**config.mk**
```make
export PLATFORM = sky130hd
export DESIGN_NAME = dm_rambus_arbiter
export DESIGN_NICKNAME = d
export VERILOG_FILES = /design/src/rtl/dm_rambus_pkg.sv /design/src/rtl/dm_rambus_arbiter.sv
export SDC_FILE = /design/constraint.sdc
export NUM_CORES = 1
export LEC_CHECK = 0
export BUFFER_PORTS_ARGS = -buffer_cell sky130_fd_sc_hd__clkbuf_2
export CORE_AREA = 2 2 102 104
export DETAILED_ROUTE_END_ITERATION = 10
export DIE_AREA = 0 0 104 106
export GPL_ROUTABILITY_DRIVEN = 0
export GPL_TIMING_DRIVEN = 0
export PLACE_DENSITY = 0.85
export RECOVER_POWER = 50
export REMOVE_ABC_BUFFERS = 1
export SKIP_LAST_GASP = 1
export SYNTH_ARGS = -nofsm -noshare
export SYNTH_HDL_FRONTEND = slang
export SYNTH_SLANG_ARGS = --single-unit
```
**constraint.sdc**
```tcl
create_clock -name clk -period 6.3 [get_ports clk]
set_input_delay 0.63 -clock clk [delete_from_list [all_inputs] [get_ports clk]]
set_output_delay 0.63 -clock clk [all_outputs]
set_load 0.1 [all_outputs]
```
**src/rtl/dm_rambus_pkg.sv**
```systemverilog
// Shared types and constants for the two-port RamBus arbiter.
package dm_rambus_pkg;

  typedef enum logic [1:0] {
    IDLE  = 2'd0,
    ISSUE = 2'd1,
    WAIT  = 2'd2,
    DONE  = 2'd3
  } rambusState_t;

  localparam int RAMBUS_ADDR_W = 14;
  localparam int RAMBUS_DATA_W = 32;
  localparam logic [31:0] RAMBUS_TIMEOUT_DATA = 32'hDEAD_BEEF;

endpackage

```
**src/rtl/dm_rambus_arbiter.sv**
```systemverilog
// Round-robin arbiter sharing one register-bank target between two APB-style RamBus requesters.
// Optional WAIT-state timeout is enabled by defining RAMBUS_ARB_TIMEOUT_EN.
module dm_rambus_arbiter
  import dm_rambus_pkg::*;
#(
  parameter int ADDR_W      = RAMBUS_ADDR_W,
  parameter int DATA_W      = RAMBUS_DATA_W,
  parameter int TIMEOUT_CYC = 255
) (
  input  logic              clk,
  input  logic              rst,
  input  logic [ADDR_W-1:0] RamBusAddress0,
  input  logic [ADDR_W-1:0] RamBusAddress1,
  input  logic [DATA_W-1:0] RamBusDataIn0,
  input  logic [DATA_W-1:0] RamBusDataIn1,
  input  logic              RamBusnCs0,
  input  logic              RamBusnCs1,
  input  logic              RamBusLatch0,
  input  logic              RamBusLatch1,
  input  logic              RamBusWrnRd0,
  input  logic              RamBusWrnRd1,
  output logic [DATA_W-1:0] RamBusDataOut0,
  output logic [DATA_W-1:0] RamBusDataOut1,
  output logic              RamBusAck0,
  output logic              RamBusAck1,
  output logic [ADDR_W-1:0] TgtAddress,
  output logic [DATA_W-1:0] TgtDataIn,
  output logic              TgtWrnRd,
  output logic              TgtStb,
  input  logic [DATA_W-1:0] TgtDataOut,
  input  logic              TgtAck,
  output logic              Grant,
  output logic              TimeoutErr
);

  if (TIMEOUT_CYC < 1 || TIMEOUT_CYC > 65535) begin : gTimeoutRange
    $error("TIMEOUT_CYC out of range 1..65535");
  end

  rambusState_t stateReg, stateNext;
  logic              grantReg;
  logic [ADDR_W-1:0] tgtAddressReg;
  logic [DATA_W-1:0] tgtDataInReg;
  logic              tgtWrnRdReg;
  logic [DATA_W-1:0] dataOut0Reg, dataOut1Reg;

  logic              req0, req1;
  logic              loadReq, selPort, captureRd, timeoutHit;
  logic [DATA_W-1:0] rdData;

  // APB select is active high despite the nCs name
  assign req0 = RamBusnCs0 & RamBusLatch0;
  assign req1 = RamBusnCs1 & RamBusLatch1;

`ifdef RAMBUS_ARB_TIMEOUT_EN
  localparam logic [15:0] TIMEOUT_LAST = 16'(TIMEOUT_CYC - 1);
  logic [15:0] timeoutCntReg;
  logic        timeoutErrReg;
`endif

  always_comb begin
    stateNext  = stateReg;
    loadReq    = 1'b0;
    selPort    = grantReg;
    captureRd  = 1'b0;
    timeoutHit = 1'b0;
    rdData     = TgtDataOut;
    case (stateReg)
      IDLE: begin
        if (req0 | req1) begin
          loadReq   = 1'b1;
          selPort   = (req0 & req1) ? ~grantReg : req1;
          stateNext = ISSUE;
        end
      end
      // TgtAck during the strobe cycle is deliberately not looked at
      ISSUE: stateNext = WAIT;
      WAIT: begin
        if (TgtAck) begin
          captureRd = ~tgtWrnRdReg;
          stateNext = DONE;
        end
`ifdef RAMBUS_ARB_TIMEOUT_EN
        else if (timeoutCntReg == TIMEOUT_LAST) begin
          timeoutHit = 1'b1;
          captureRd  = ~tgtWrnRdReg;
          rdData     = DATA_W'(RAMBUS_TIMEOUT_DATA);
          stateNext  = DONE;
        end
`endif
      end
      DONE:    stateNext = IDLE;
      default: stateNext = IDLE;
    endcase
  end

  always_ff @(posedge clk or posedge rst) begin
    if (rst) begin
      stateReg      <= IDLE;
      grantReg      <= 1'b0;
      tgtAddressReg <= '0;
      tgtDataInReg  <= '0;
      tgtWrnRdReg   <= 1'b0;
      dataOut0Reg   <= '0;
      dataOut1Reg   <= '0;
    end else begin
      stateReg <= stateNext;
      if (loadReq) begin
        grantReg      <= selPort;
        tgtAddressReg <= selPort ? RamBusAddress1 : RamBusAddress0;
        tgtDataInReg  <= selPort ? RamBusDataIn1  : RamBusDataIn0;
        tgtWrnRdReg   <= selPort ? RamBusWrnRd1   : RamBusWrnRd0;
      end
      if (captureRd && !grantReg) dataOut0Reg <= rdData;
      if (captureRd &&  grantReg) dataOut1Reg <= rdData;
    end
  end

`ifdef RAMBUS_ARB_TIMEOUT_EN
  always_ff @(posedge clk or posedge rst) begin
    if (rst) begin
      timeoutCntReg <= '0;
      timeoutErrReg <= 1'b0;
    end else begin
      if (stateReg == ISSUE)     timeoutCntReg <= '0;
      else if (stateReg == WAIT) timeoutCntReg <= timeoutCntReg + 16'd1;
      if (timeoutHit)            timeoutErrReg <= 1'b1;
    end
  end
  assign TimeoutErr = timeoutErrReg;
`else
  assign TimeoutErr = 1'b0;
`endif

  assign TgtStb         = (stateReg == ISSUE);
  assign RamBusAck0     = (stateReg == DONE) && !grantReg;
  assign RamBusAck1     = (stateReg == DONE) &&  grantReg;
  assign TgtAddress     = tgtAddressReg;
  assign TgtDataIn      = tgtDataInReg;
  assign TgtWrnRd       = tgtWrnRdReg;
  assign Grant          = grantReg;
  assign RamBusDataOut0 = dataOut0Reg;
  assign RamBusDataOut1 = dataOut1Reg;

endmodule

```
==> summary.txt, run 1 <==
Status
  • Status: finished, violations left
  • Failing checks: max-capacitance violations, max-slew violations

Clock tree
  • Post-CTS sizing: 0
  • Clock transition at path regs: 0.06 ns
  • CTS tree: built
  • Clock Latency Late Sink: about 0.50 ns
  • Clk sinks: approximately 110
  • Clock root buffer: clkbuf_8
  • H-tree Lvls: 4
  • Clock buffer depth: 2
  • Setup bufs post-CTS: 0
  • Num CTS Buffers: 17
  • Cts-stage hold buffer count: 0

Cells and area
  • Fillers: about 730
  • Layout Nets: 704
  • Share of post-route cells with drive strength above 1: 56.03%
  • Area growth syn-to-layout: 39.15%
  • Ant. Diodes: 0

Worst setup path
  • Worst R2R Setup Slack: roughly 3.3 ns
  • Crit path arrival time: roughly 3.4 ns
  • Crit path buf inv count: 3
  • Slowest cell on the critical path: nor4bb_1
  • CP top delay family: simple AND/OR/NAND/NOR gates
  • Crit path cell chain: inv_1 -> ha_1 -> nor4bb_1 -> buf_8 -> buf_8 -> mux2_2
  • CP Launch Type: flip-flop
  • Reg2reg end: RamBusDataOut0[22]
  • CP most frequent cell: buf_8
  • Worst Setup End Kind: flip-flop
  • Worst reg2reg path depth: 6
  • Critical R2R Launch: stateReg[0]
  • Worst-path maximum fanout: 14
  • CP required: around 6.7 ns
  • CP max stage delay: between 1 and 1.5 ns
  • Setup Crit Path Kind: flip-flop to flip-flop

Detailed routing
  • WL/cell: about 17 um
  • Via Count: 3772
  • WL final: approximately 12000 um
  • Pre-antenna DRT Iters: 4
  • Remaining antenna violation count: 0
  • Detailed-route DRC error count: 0
  • DR vias/cell: 5.268
  • Initial DRC Count: roughly 160

Timing
  • Slew @ Worst Pin: 2.301 ns
  • Rel. slew slack: -54.23%
  • Final hold violation count: 0
  • RSZ-0062 raised after global routing: no
  • Fmax: about 330 MHz
  • Final setup skew: slightly above 0.008 ns
  • Setup Viol. Count Final: 0
  • Final TNS setup: 0 ns
  • Final Cycle Share: around half
  • Slew Viols, Final: 60
  • Crit path time final: about 3.0 ns

Logic synthesis
  • Syn Inst Count: 323
  • Synthesized cell area: between 4000 and 5000 sq um
  • Top cells by area, synth: dfrtp_1 (60%), mux2_2 (10%), a221o_1 (9.9%)
  • Cell variety after synth: 25
  • Seq cells post-synth: roughly 110
  • Synth top area share: around three fifths
  • Sequential-to-total area share from yosys stat: 59.83%
  • Most common cell in the netlist: dfrtp_1
  • EDFF count, synth: 0
  • Synth warn: 0
  • Synthesized area per cell: about 15 sq um
  • Main flop type after synthesis: dfrtp_1
  • Cell type with the largest total area after synthesis: dfrtp_1
  • Commonest cells post-synth: dfrtp_1 (114), a221o_1 (47), and3_1 (47)
  • Post-synth ARST share: 100.0%

Global route
  • Largest net degree at the start of global routing: between 60 and 70
  • Total GRT Usage: a little under a quarter
  • First-pass GRT wire length: 19690 um
  • Vias in the first global route: 3824
  • Initial antenna violation count: 0
  • Gr ovfl total: 0

Floorplan
  • Die height: 106 um
  • Initial core utilization: 47.69%
  • DIE AREA: about 11000 sq um
  • Die Wd: about 100 um
  • Core area: approximately 10000 sq um
  • Row cnt: 37
  • # IOs: between 200 and 250

Worst hold path
  • Worst Hold Class: primary input to flip-flop
  • WHS Endpoint: TgtAddress[9]
  • Hold path cells: 2
  • Min-delay src: RamBusAddress1[9]

Place
  • PortBufs: roughly 250
  • HPWL after DPL: approximately 9000 um

Run
  • Max-cap violations: 2
worst max-delay path by stage:
stage,start,endpoint,slack (ns),cells past startpoint
final,stateReg[0],RamBusDataOut0[22],3.26,6
after global routing,stateReg[0],RamBusDataOut0[27],3.01,6
after CTS,stateReg[0],RamBusAck0,3.93,3
after detailed placement,TgtAck,RamBusDataOut0[22],3.98,5
after global placement,TgtAck,RamBusDataOut0[28],0.03,3
after floorplan,flip-flop,RamBusDataOut0[21],1.52,2
logic make-up after synthesis:
logic type,synth area share (%)
flip-flops,59.83
multiplexers,15.56
AND/OR/NAND/NOR,8.003
AO/OA/AOI/OAI,10.55
buffers and inverters,4.933
adder cells (fa/ha/maj),1.050
other,0.07864
stage by stage:
stage,instances,instance area (sq um),hold WS (ns),util [%],setup slack (ns)
global placement,678,5951,0.4665,59.51,0.03319
global route,716,6635,0.3348,66.35,3.005
floorplan,295,4544,0.5313,-,1.515
CTS,716,6686,0.2225,66.87,3.935
detailed placement,684,6091,0.4756,60.91,3.981
finish,716,6635,0.3589,66.35,3.256
worst reg2reg max path, stage by stage (launching register included):
cell and delay (ns):
dfrtp_1 0.42, inv_1 0.10, ha_1 0.22, nor4bb_1 1.38, buf_8 0.28, buf_8 0.17
mux2_2 0.35
state kept, by name, summed over array words and instances (netlist names), named ones only:
name            flops
TgtAddress         14
RamBusDataOut0     32
TgtDataIn          32
RamBusDataOut1     32
TgtWrnRd            1
stateReg            2
routing by layer:
metal	part of all wire, %	routed length [um]	global-route usage [%]
met5	0	0	0
met4	1.7	207	8.108
met3	7.3	899	6.131
met2	51	6355	40.46
met1	40	4932	26.71
cell type report:
cell class,instances,area (sq um),area share [%]
multi-input cells,178,1690,25.48
well taps,136,170.2,2.565
clock buffers,17,414.1,6.242
flip-flops and latches,114,2853,42.99
inverters,3,12.51,0.1886
repair buffers,253,1314,19.80
clock inverters,15,181.4,2.734
placed cells by master, fill, tap and decap left out:
cell	n
nand2b_4	1
and2_1	1
nand4b_1	1
mux2i_1	1
inv_6	3
buf_8	2
clkbuf_1	8
a22oi_2	1
buf_16	1
nand3b_4	1
mux2_2	43
nand3_1	1
bufinv_16	3
nor2b_1	2
clkinvlp_4	5
buf_12	1
o22a_1	1
a221o_1	47
clkinv_4	2
clkinvlp_2	1
conb_1	1
dfrtp_1	114
clkbuf_16	16
and3_1	48
clkinv_2	2
inv_1	2
mux2_1	22
clkbuf_8	1
a31oi_4	1
ha_1	4
a21oi_1	1
clkbuf_2	241
nor4bb_1	1
Power of run 1 is not shown: default switching activity piles up to over one toggle a cycle in this logic, so the estimate is an artifact.
==> run 2: changes to the inputs <==
- ABC_AREA: default -> 1
- CORE_AREA: 2 2 102 104 -> 2 2 117 119
- DIE_AREA: 0 0 104 106 -> 0 0 119 121
- PLACE_DENSITY: 0.85 -> 0.74
- clock period: 6.3 -> 2.6 ns (I/O delays scaled with it)
==> run 2 against run 1 <==
Net effect:
- the run now ends clean
- largest cell class unchanged
- fmax is 40% higher
- register-to-register slack worse by 2.8 ns
- clock skew up 0.0039 ns
- first-iteration DRC count grew to 2.8 times the previous value
- utilization shrank 11 points
- area after synthesis up 13%
==> summary.txt, run 2 <==
Cells and area
  • Share of post-route cells with drive strength above 1: roughly 26%
  • Most frequent cells in the layout: clkbuf_2 (193), nand2_1 (166), nand3_1 (142)
  • Layout Nets: 1047
  • Final instance area: about 7300 sq um
  • Area growth syn-to-layout: 35.95%
  • Final core occ: a little under three fifths
  • Commonest non-fill, non-tap cell in the layout: clkbuf_2
  • Ant. Diodes: 0

Floorplan
  • # IOs: roughly 250
  • Die height: about 120 um
  • Die Wd: 119 um
  • Initial core utilization: between 40% and 50%
  • DIE AREA: roughly 14000 sq um
  • Core area: between 10000 and 15000 sq um
  • Row cnt: between 40 and 50

Timing
  • Final hold violation count: 0
  • Worst setup margin: ~0.43 ns
  • RSZ-0062 raised after global routing: no
  • Crit path time final: 2.175 ns
  • Slew Viols, Final: 0
  • Final Cycle Share: between 80% and 90%
  • Slew @ Worst Pin: between 1 and 1.5 ns
  • Final TNS setup: 0 ns
  • Final setup skew: ~0.012 ns
  • Rel. slew slack: about a fifth
  • Setup Viol. Count Final: 0
  • Fmax: approximately 460 MHz

Global route
  • Largest net degree at the start of global routing: 65
  • Gr ovfl total: 0
  • Initial antenna violation count: 0
  • Vias in the first global route: 4945
  • Total GRT Usage: between 20 and 25%
  • First-pass GRT wire length: between 20000 and 25000 um

Run
  • Max-cap violations: 0

Clock tree
  • Clock buffer depth: 2
  • Clk sinks: about 110
  • Num CTS Buffers: 17
  • CTS tree: built
  • Clock root buffer: clkbuf_16
  • Clock Latency Late Sink: just over 0.4 ns
  • H-tree Lvls: 4
  • Clock transition at path regs: 0.05 ns

Worst setup path
  • Setup Crit Path Kind: flip-flop to flip-flop
  • Slowest cell on the critical path: inv_2
  • Worst Setup End Kind: flip-flop
  • CP top delay family: buffers and inverters
  • CP max stage delay: between 0.4 and 0.5 ns
  • Crit path arrival time: ~2.5 ns
  • Crit path buf inv count: 3
  • CP required: approximately 2.9 ns
  • CP Launch Type: flip-flop
  • Worst-path maximum fanout: between 40 and 50
  • Worst R2R Setup Slack: between 0.4 and 0.5 ns
  • Crit path cell chain: inv_1 -> ha_1 -> inv_1 -> a21oi_4 -> inv_2 -> nand2_1 -> nand2_1

Logic synthesis
  • EDFF count, synth: 0
  • Synthesized area per cell: just under 8 sq um
  • Cell variety after synth: 18
  • Cell type with the largest total area after synthesis: dfrtp_1
  • Synthesized cell area: roughly 5400 sq um
  • Top cells by area, synth: dfrtp_1 (53%), nand3_1 (13%), nand2_1 (12%)
  • Synth top area share: a little over half
  • Most common cell in the netlist: nand2_1
  • Sequential-to-total area share from yosys stat: a little over half
  • Seq cells post-synth: between 100 and 150
  • Post-synth ARST share: 100.0%
  • Main flop type after synthesis: dfrtp_1
  • Synth warn: 0
  • Commonest cells post-synth: nand2_1 (170), nand3_1 (142), inv_1 (134)
  • Syn Inst Count: roughly 680

Detailed routing
  • Via Count: 5110
  • Remaining antenna violation count: 0
  • Pre-antenna DRT Iters: 4
  • WL/cell: between 10 and 15 um
  • WL final: about 15000 um
  • DR vias/cell: approximately 4.6
  • Initial DRC Count: between 400 and 500
  • Detailed-route DRC error count: 0

Place
  • Dpl ws: 0.4075 ns
  • PortBufs: between 200 and 250
  • HPWL after DPL: 10410 um
  • Post-DP Area: about 6700 sq um

Worst hold path
  • Worst Hold Class: primary input to flip-flop

Status
  • Status: finished clean
run 2: changes by cell type in the layout (fill, tap and decap cells not counted), sizes merged, moves of 2 or more:
cell / before / now
mux2: 65 / 0
nor2b: 2 / 0
a221o: 47 / 0
clkbuf: 266 / 271
nor2: 0 / 3
o21ai: 0 / 65
inv: 5 / 134
and3: 48 / 0
clkinvlp: 6 / 2
nand3: 1 / 144
nand2: 0 / 170
run 2: through the flow:
step / cells / hold slack (ns)
3_5_place_dp: 1066 / 0.3330
3_3_place_gp: 1062 / 0.4622
4_1_cts: 1099 / 0.08044
6_report: 1099 / 0.09856
5_1_grt: 1099 / 0.1008
2_1_floorplan: 639 / 0.4209
run 2: path summary, 6_finish.rpt:
path / startpoint / cells past startpoint / to
min in group asynchronous: rst / 3 / RamBusDataOut0[26]
hold / removal: TgtDataOut[17] / 3 / RamBusDataOut0[17]
hold reg to reg: TgtDataIn[21] / 2 / TgtDataIn[21]
setup reg to reg: stateReg[0] / 7 / TgtAddress[7]
setup / recovery: stateReg[0] / 7 / TgtAddress[7]
max in group asynchronous: rst / 4 / TgtDataIn[21]
run 2: worst register-to-register path, delay by kind of cell (launching register included):
kind,cells,cell delay (ns)
buffers and inverters,3,0.73
AOI/OAI and AO/OA,1,0.42
DFF,1,0.39
and+or+nand+nor,2,0.26
adders and majority gates,1,0.25
run 2: kinds of logic after synthesis:
logic type,share of synthesized area (%)
AO/OA/AOI/OAI,6.449
flip-flops,53.09
buffers and inverters,13.78
adder cells (fa/ha/maj),0.9314
other,0.06978
AND/OR/NAND/NOR,25.68
run 2: area by class of cell:
cell class,instances,area [sq um]
fillers,1293,5779
well taps,176,220.2
clock inverters,8,146.4
repair buffers,252,1266
clock buffers,24,511.7
inverters,135,510.5
multi-input cells,390,1798
flip-flops and latches,114,2853
run 2: metal layers:
metal / vias to the layer above / part of all wire (%) / GRT usage [%]
met5: - / 0 / 0
met4: 0 / 3.0 / 10.42
met3: 36 / 4.2 / 4.370
met2: 158 / 50 / 35.45
met1: 2356 / 43 / 27.19
li1: 2560 / - / -
run 2: repair_timing:
item,CTS,global route
gates resized for setup,0,0
hold buffers,1,0
setup buffers,0,0
hold endpoints to repair,50,0
Power of run 2 is left out for the same reason.
==> run 3: changes to the inputs <==
- CORE_AREA: 2 2 117 119 -> 2 2 110 112
- DIE_AREA: 0 0 119 121 -> 0 0 112 114
- PLACE_DENSITY: 0.74 -> 0.8
- clock period: 2.6 -> 2.1 ns (I/O delays scaled with it)
==> run 3 against run 2 <==
Net effect:
- non-clock buffer count up 3
- clock skew down 0.0036 ns
- sequential share of layout area about the same
- wire length down 1.1%
- die area down 11%
- cell area about the same
- critical path type unchanged
- largest cell class unchanged
- highest routed layer unchanged
==> summary.txt, run 3 (synthesis gave the netlist of run 2 again) <==
Cells and area
  • Fillers: approximately 1000
  • Final core occ: between 60% and 70%
  • Area occupied by multi-input gates: 1838 sq um
  • Sequential cell area: roughly 2900 sq um
  • Layout Nets: 1050
  • Ant. Diodes: 0
  • Share of post-route cells with drive strength above 1: between 30% and 40%
  • Area growth syn-to-layout: 36.07%
  • Most frequent cells in the layout: clkbuf_2 (229), nand2_1 (167), nand3_1 (142)
  • Commonest non-fill, non-tap cell in the layout: clkbuf_2

Worst setup path
  • Reg2reg end: TgtAddress[11]
  • End point of the critical path: TgtAddress[11]
  • CP required: 2.43 ns
  • Setup Crit Path Kind: flip-flop to flip-flop
  • Critical R2R Launch: stateReg[0]
  • Crit path arrival time: around 2.4 ns
  • Worst R2R Setup Slack: approximately 0.077 ns
  • CP Launch Point: stateReg[0]
  • CP Launch Type: flip-flop
  • Worst Setup End Kind: flip-flop
  • Worst-path maximum fanout: 35
  • Worst reg2reg path depth: 8

Global route
  • Total GRT Usage: about 23%
  • First-pass GRT wire length: ~24000 um
  • Vias in the first global route: slightly below 5000
  • Gr ovfl total: 0
  • Initial antenna violation count: 0
  • Largest net degree at the start of global routing: 63

Floorplan
  • Core area: about 12000 sq um
  • # IOs: 249
  • Die Wd: 112 um
  • Die height: 114 um
  • Row cnt: 40
  • DIE AREA: ~13000 sq um
  • Initial core utilization: 45.89%

Status
  • Status: finished clean

Timing
  • Setup Viol. Count Final: 0
  • Final setup skew: roughly 0.0086 ns
  • Rel. slew slack: ~20%
  • Final Cycle Share: a little over nine tenths
  • Final hold violation count: 0
  • Slew Viols, Final: 0
  • Fmax: ~500 MHz
  • Worst setup margin: 0.07676 ns
  • Crit path time final: 2.023 ns
  • Final TNS setup: 0 ns
  • Slew @ Worst Pin: around 1.2 ns

Clock tree
  • Clock root buffer: clkbuf_16
  • Clk sinks: between 100 and 150
  • H-tree Lvls: 4
  • Clock transition at path regs: around 0.06 ns
  • Clock Latency Late Sink: about 0.4 ns
  • CTS tree: built
  • Clock buffer depth: 2
  • Num CTS Buffers: 17

Place
  • Dpl ws: -0.1051 ns
  • PortBufs: 247
  • HPWL after DPL: ~9700 um

Worst hold path
  • Worst Hold Class: primary input to flip-flop

Detailed routing
  • Detailed-route DRC error count: 0
  • Initial DRC Count: approximately 600
  • Pre-antenna DRT Iters: 5
  • Via Count: ~5000
  • Remaining antenna violation count: 0
  • WL final: 14840 um
  • DR vias/cell: around 4.8
  • WL/cell: ~14 um

Run
  • Max-cap violations: 0
-- run 3: what timing repair did --
| item | CTS | global route |
|---|---|---|
| setup buffers | 3 | 0 |
| hold endpoints to repair | 56 | 0 |
| resized for setup | 4 | 5 |
| endpoints found under the setup margin | 47 | 46 |
| hold buffers | 1 | 0 |
-- run 3: worst min path at each step --
stage                              start                 end  slack (ns)  depth (start not counted)
after floorplan            TgtDataOut[0]   RamBusDataOut0[0]        0.37                          2
after global placement     TgtDataOut[6]   RamBusDataOut0[6]        0.46                          3
after detailed placement             rst  RamBusDataOut0[19]        0.37                          2
after CTS                 TgtDataOut[23]  RamBusDataOut1[23]        0.03                          3
after global routing       TgtDataOut[8]   RamBusDataOut0[8]        0.05                          3
final                     TgtDataOut[23]  RamBusDataOut1[23]        0.05                          3
-- run 3: cell type report --
cell class / count / area share (%)
flip-flops and latches: 114 / 39.01
clock buffers: 17 / 5.818
inverters: 135 / 7.016
well taps: 147 / 2.515
clock inverters: 15 / 2.481
multi-input cells: 390 / 25.14
repair buffers: 255 / 18.02
-- run 3: critical path: stages, from the launching register on --
cell and delay, ns:
dfrtp_1 0.40, inv_1 0.12, ha_2 0.30, clkinvlp_4 0.28, a21oi_4 0.28, buf_4 0.17
buf_12 0.19, nand3_1 0.11, nand2_1 0.09
-- run 3: routing by layer --
metal | wire (um) | vias up | part of all wire, % | GRT usage, %
li1 | - | 2569 | - | -
met1 | 6311 | 2305 | 43 | 30.28
met2 | 7228 | 206 | 49 | 37.70
met3 | 803 | 40 | 5.4 | 4.729
met4 | 494 | 0 | 3.3 | 10.57
met5 | 0 | - | 0 | 0
-- run 3: through the flow --
step,hold slack [ns],cell area (sq um),cells
finish,0.04905,7312,1073
global route,0.04847,7312,1073
CTS,0.03148,7330,1073
detailed placement,0.3728,6670,1037
global placement,0.4611,6560,1033
floorplan,0.3709,5140,639
Power of run 3 is left out for the same reason.
